### src/rtl/fifo_sync_param.sv
// fifo_sync_param: single-clock parametrised FIFO with a registered occupancy
// count, almost-full/almost-empty thresholds and sticky overflow/underflow flags.
// Optional macro FIFO_FWFT_EN selects first-word-fall-through output; when it is
// undefined, d_out is a registered read port with one cycle of latency.
module fifo_sync_param #(
    parameter int unsigned DATA_W   = 8,
    parameter int unsigned DEPTH    = 16,
    parameter int unsigned AF_LEVEL = DEPTH - 2,
    parameter int unsigned AE_LEVEL = 2
) (
    input  logic                     clk,
    input  logic                     rst_n,
    input  logic                     wr_en,
    input  logic [DATA_W-1:0]        d_in,
    input  logic                     rd_en,
    input  logic                     err_clr,
    output logic [DATA_W-1:0]        d_out,
    output logic                     full,
    output logic                     empty,
    output logic                     almost_full,
    output logic                     almost_empty,
    output logic [$clog2(DEPTH):0]   count,
    output logic                     overflow,
    output logic                     underflow
);

    localparam int unsigned ADDR_W = $clog2(DEPTH);
    localparam int unsigned PTR_W  = ADDR_W + 1;

    // Storage is deliberately left without reset; contents are don't-care after rst_n.
    logic [DATA_W-1:0] mem_q [DEPTH];

    logic [PTR_W-1:0]  wr_ptr_q, wr_ptr_d;
    logic [PTR_W-1:0]  rd_ptr_q, rd_ptr_d;
    logic [PTR_W-1:0]  count_q, count_d;
    logic              full_q, full_d;
    logic              empty_q, empty_d;
    logic              almost_full_q, almost_full_d;
    logic              almost_empty_q, almost_empty_d;
    logic              overflow_q, overflow_d;
    logic              underflow_q, underflow_d;

    logic [ADDR_W-1:0] wr_addr;
    logic [ADDR_W-1:0] rd_addr;
    logic              wr_acc;
    logic              rd_acc;
    logic              ovf_evt;
    logic              udf_evt;

    // Array index is the pointer without its wrap bit.
    assign wr_addr = wr_ptr_q[ADDR_W-1:0];
    assign rd_addr = rd_ptr_q[ADDR_W-1:0];

    // Acceptance: a full FIFO still takes a write when a read frees a slot in the same cycle.
    always_comb begin
        wr_acc  = wr_en && (!full_q || rd_en);
        rd_acc  = rd_en && !empty_q;
        ovf_evt = wr_en && full_q && !rd_en;
        udf_evt = rd_en && empty_q;
    end

    // Next pointers, occupancy and flags; flags come from the next count so they never lag it.
    always_comb begin
        wr_ptr_d       = wr_ptr_q;
        rd_ptr_d       = rd_ptr_q;
        count_d        = count_q;
        full_d         = full_q;
        empty_d        = empty_q;
        almost_full_d  = almost_full_q;
        almost_empty_d = almost_empty_q;
        overflow_d     = overflow_q;
        underflow_d    = underflow_q;

        if (wr_acc) begin
            wr_ptr_d = wr_ptr_q + PTR_W'(1);
        end
        if (rd_acc) begin
            rd_ptr_d = rd_ptr_q + PTR_W'(1);
        end

        // Pointer difference modulo 2*DEPTH equals count + wr_acc - rd_acc.
        count_d        = wr_ptr_d - rd_ptr_d;
        full_d         = (count_d == PTR_W'(DEPTH));
        empty_d        = (count_d == PTR_W'(0));
        almost_full_d  = (count_d >= PTR_W'(AF_LEVEL));
        almost_empty_d = (count_d <= PTR_W'(AE_LEVEL));

        // A new error event takes priority over a clear in the same cycle.
        if (ovf_evt) begin
            overflow_d = 1'b1;
        end else if (err_clr) begin
            overflow_d = 1'b0;
        end

        if (udf_evt) begin
            underflow_d = 1'b1;
        end else if (err_clr) begin
            underflow_d = 1'b0;
        end
    end

    // Control and status registers.
    always_ff @(posedge clk or negedge rst_n) begin
        if (!rst_n) begin
            wr_ptr_q       <= '0;
            rd_ptr_q       <= '0;
            count_q        <= '0;
            full_q         <= 1'b0;
            empty_q        <= 1'b1;
            almost_full_q  <= 1'b0;
            almost_empty_q <= 1'b1;
            overflow_q     <= 1'b0;
            underflow_q    <= 1'b0;
        end else begin
            wr_ptr_q       <= wr_ptr_d;
            rd_ptr_q       <= rd_ptr_d;
            count_q        <= count_d;
            full_q         <= full_d;
            empty_q        <= empty_d;
            almost_full_q  <= almost_full_d;
            almost_empty_q <= almost_empty_d;
            overflow_q     <= overflow_d;
            underflow_q    <= underflow_d;
        end
    end

    // Write port into the storage array.
    always_ff @(posedge clk) begin
        if (wr_acc) begin
            mem_q[wr_addr] <= d_in;
        end
    end

`ifdef FIFO_FWFT_EN
    // Head word is presented as soon as the FIFO is non-empty; rd_en pops it.
    always_comb begin
        d_out = '0;
        if (!empty_q) begin
            d_out = mem_q[rd_addr];
        end
    end
`else
    logic [DATA_W-1:0] d_out_q, d_out_d;

    // Registered read: head word is loaded on an accepted read, otherwise held.
    always_comb begin
        d_out_d = d_out_q;
        if (rd_acc) begin
            d_out_d = mem_q[rd_addr];
        end
    end

    // Read data register.
    always_ff @(posedge clk or negedge rst_n) begin
        if (!rst_n) begin
            d_out_q <= '0;
        end else begin
            d_out_q <= d_out_d;
        end
    end

    assign d_out = d_out_q;
`endif

    assign full         = full_q;
    assign empty        = empty_q;
    assign almost_full  = almost_full_q;
    assign almost_empty = almost_empty_q;
    assign count        = count_q;
    assign overflow     = overflow_q;
    assign underflow    = underflow_q;

endmodule

### config.mk
export PLATFORM = sky130hd
export DESIGN_NAME = fifo_sync_param
export DESIGN_NICKNAME = d
export VERILOG_FILES = /design/src/rtl/fifo_sync_param.sv
export SDC_FILE = /design/constraint.sdc
export NUM_CORES = 1
export LEC_CHECK = 0
export ABC_AREA = 1
export BUFFER_PORTS_ARGS = -buffer_cell sky130_fd_sc_hd__buf_4
export CAP_MARGIN = 20
export CORE_ASPECT_RATIO = 0.5
export CORE_MARGIN = 2
export CORE_UTILIZATION = 55
export CTS_CLUSTER_DIAMETER = 120
export DETAILED_ROUTE_END_ITERATION = 10
export GPL_TIMING_DRIVEN = 0
export PLACE_DENSITY_LB_ADDON = 0.12
export SLEW_MARGIN = 20
export SYNTH_ARGS = -nofsm -noshare
export SYNTH_HDL_FRONTEND = slang
export SYNTH_SLANG_ARGS = --single-unit
### constraint.sdc
create_clock -name clk -period 5.5 [get_ports clk]
set_clock_uncertainty 0.15 [all_clocks]
set_input_delay 0 -clock clk [delete_from_list [all_inputs] [get_ports clk]]
set_output_delay 0 -clock clk [all_outputs]
set_load 0.01 [all_outputs]
==> run metrics <==
run status=completed; total wire length=16.2 mm; post-detail-place hpwl=10.5 mm; Post-Place Cells=about 760; RSZ-0062 raised after global routing=false; Fin Setup TNS=0 ns; largest net degree at the start of global routing=28; PostCTS Resize Cnt=0; WHS Path Cells=3; Worst VDD drop=433 uV; cell area after synthesis=6580 um2; most frequent cell after synthesis=edfxtp_1; final slew viol count=0; Seq/Total Area, Yosys=69.5%; GRT Total Usage=a little over a quarter; post-CTS setup buffers=0; clock buffer count from CTS=17; Die ar.=roughly 13000 um2; Most used DFF post-synth=edfxtp_1; reg2reg setup slack=around 2.7 ns; pwr/cell area=between 500 and 600 nW/um2; wire per inst=20.2 um; I/O pin total=32; Avg Inst Size Synth=roughly 12 um2; PortBufs=31; Initial Utilization=between 50 and 60%; Worst-Margin Slew=around 1 ns; async set or reset register ratio after synthesis=a little under a fifth; cell mode on critical path=inv_1; Std-Cell Rows=28; number of synthesized flops with an enable pin=128; slew margin rel.=31.7%; Post-Synthesis Cells=about 560; leakage=slightly below 3 nW; final setup fails=0; gpl congestion=approximately 0.82; final worst path period share=slightly above 50%; gr ovfl total=0; Die Wd=~160 um; final hold vios=0; Final Non-Filler Cells=approximately 800; max-cap viol count=0; CTS tree=done; min-delay src=err_clr; Antenna diodes=0; Worst R2R End=empty; top cells by area, synth=edfxtp_1 (58%), dfrtp_1 (10%), nor2_1 (5.1%); Die H=between 80 and 90 um; first-pass GRT wire length=roughly 24 mm; initial antenna violation count=0; Yosys top cell by area=edfxtp_1; Crit. End Element=flop; Root Buffer=clkbuf_16; nets=roughly 650; post-synth top area share=just under 60%; CP Data Arrival Time=around 3 ns; Hold EP=underflow; H-tree level count=4; Worst-path clk slew=around 0.060 ns; max incr delay on CP=about 0.48 ns; number of remaining DRC errors=0; share of cells above drive strength 1=roughly 16%; r2r startpoint=rd_ptr_q[0]; Clock Sink Count=157; Power, Total=around 4.4 mW; synthesized net count=just under 600; Post-synth top cells=edfxtp_1 (128), nor2_1 (90), nand2_1 (82), o21ai_0 (62), dfrtp_1 (27); via density per instance=5.73; Yosys warning count=0; clock latency on the worst-skew pair=between 0.4 and 0.5 ns; Crit Path Class=flop to flop; DRT iter0 DRCs=between 400 and 500; Worst Reg2Reg Path Length in Cells=12; Yosys reg bits=approximately 160; WHS=0.187 ns; fmax=around 360 MHz; Core Region=roughly 12000 um2; vias in the first global route=between 4000 and 5000; Slowest-stage cell, CP=fa_1; post-route minimum period=2.78 ns; largest fanout on the critical path=10; type of origin of the critical path=flop; layout overhead on the synthesized area=17.9%; via count=4588; HP Class=input pin to flop; drt first pass iters=5; Data required, critical path=about 5.7 ns; DRT antenna net count=0; CP Cell Sequence=inv_1, buf_2, clkbuf_1, nand2_1, nand2_1, inv_1, ha_1, inv_1, fa_1, nor2_1, nand3_2, nor2_1; post-synth cell types=32; Longest Clk Path Bufs=2
[where the power goes]
part / leakage [nW] / total [mW] / internal [mW] / switching (mW)
Sequential: 1.50 / 1.58 / 1.48 / 0.0945
Clock: 0.280 / 1.17 / 0.708 / 0.463
Combinational: 1.13 / 1.67 / 0.533 / 1.14
Total: 2.90 / 4.42 / 2.72 / 1.70
[cells by family after synthesis]
group	Yosys count	share of synthesized area [%]
AOI/OAI and AO/OA	117	10.4
xor gates and xnor gates	2	0.381
adders and majority gates	8	1.64
buffers and inverters	55	3.31
DFF	157	69.5
and+or+nand+nor	220	14.7
[sequential cells by signal (all words and copies together) (netlist names)]
name	count
d_out	8
count	5
empty	1
almost_empty	1
rd_ptr_q	5
underflow	1
almost_full	1
wr_ptr_q	5
full	1
overflow	1
mem_q	128
[layout make-up]
cell class | instances | area [um2]
Sequential cell | 157 | 4570
Fill cell | 886 | 3980
Multi-Input combinational cell | 347 | 1790
Clock buffer | 19 | 433
Timing Repair Buffer | 46 | 393
Tap cell | 165 | 206
Clock inverter | 12 | 146
Inverter | 30 | 113
Buffer | 25 | 105
[stage by stage]
step | instance area (um2) | util (%) | setup slack [ns]
after CTS | 7760 | 66.1 | 2.73
after detailed placement | 7020 | 59.8 | 2.75
after floorplan | 6580 | - | 3.24
final | 7760 | 66.1 | 2.72
after global routing | 7760 | 66.1 | 2.54
after global placement | 7020 | 59.8 | 2.77
[repair_timing]
action                     4_1_cts  5_1_grt
hold buffers                    15        0
setup endpoints to repair        0        0
hold endpoints to repair       167        0
[cell usage in the layout (no fill, tap or decap), types with 2 or more instances in the layout]
cell | synthesis | routed
ha_1 | 7 | 7
bufinv_16 | 0 | 3
clkbuf_1 | 17 | 19
dfstp_2 | 2 | 2
edfxtp_1 | 128 | 128
clkbuf_16 | 0 | 17
clkinv_2 | 0 | 4
dlygate4sd3_1 | 0 | 14
nand3_2 | 4 | 4
nand3_1 | 21 | 21
nand2_2 | 15 | 15
dfrtp_1 | 27 | 27
nor2_1 | 90 | 90
buf_2 | 6 | 6
o211ai_1 | 5 | 5
nand4_1 | 2 | 2
inv_1 | 25 | 25
a21oi_1 | 16 | 16
o21ai_0 | 62 | 62
nand2_1 | 82 | 82
a21oi_2 | 2 | 2
clkinvlp_4 | 0 | 2
o221ai_1 | 11 | 11
nand2_4 | 3 | 3
o22ai_1 | 18 | 18
inv_2 | 5 | 5
buf_4 | 1 | 32
[worst max-delay path, delay by kind of cell (launching register included)]
family / cells / cell delay (ns)
buffers and inverters: 5 / 0.90
adders and majority gates: 2 / 0.65
and+or+nand+nor: 5 / 0.57
DFF: 1 / 0.44
[routing by layer]
layer / global-route usage, % / part of all wire [%] / vias up
met3: 6.30 / 7.5 / 19
li1: - / - / 2097
met1: 39.3 / 46 / 2277
met2: 40.3 / 46 / 195
met5: 0 / 0 / -
met4: 9.10 / 1.4 / 0
[worst max-delay path by stage]
stage / start / to / cells past startpoint
floorplan: rd_ptr_q[0] / empty / 12
CTS: rd_ptr_q[0] / empty / 12
global placement: rd_ptr_q[0] / empty / 12
detailed placement: rd_ptr_q[0] / empty / 12
finish: rd_ptr_q[0] / empty / 12
global route: rd_ptr_q[0] / empty / 12
Power figures use the tool's default switching activity.
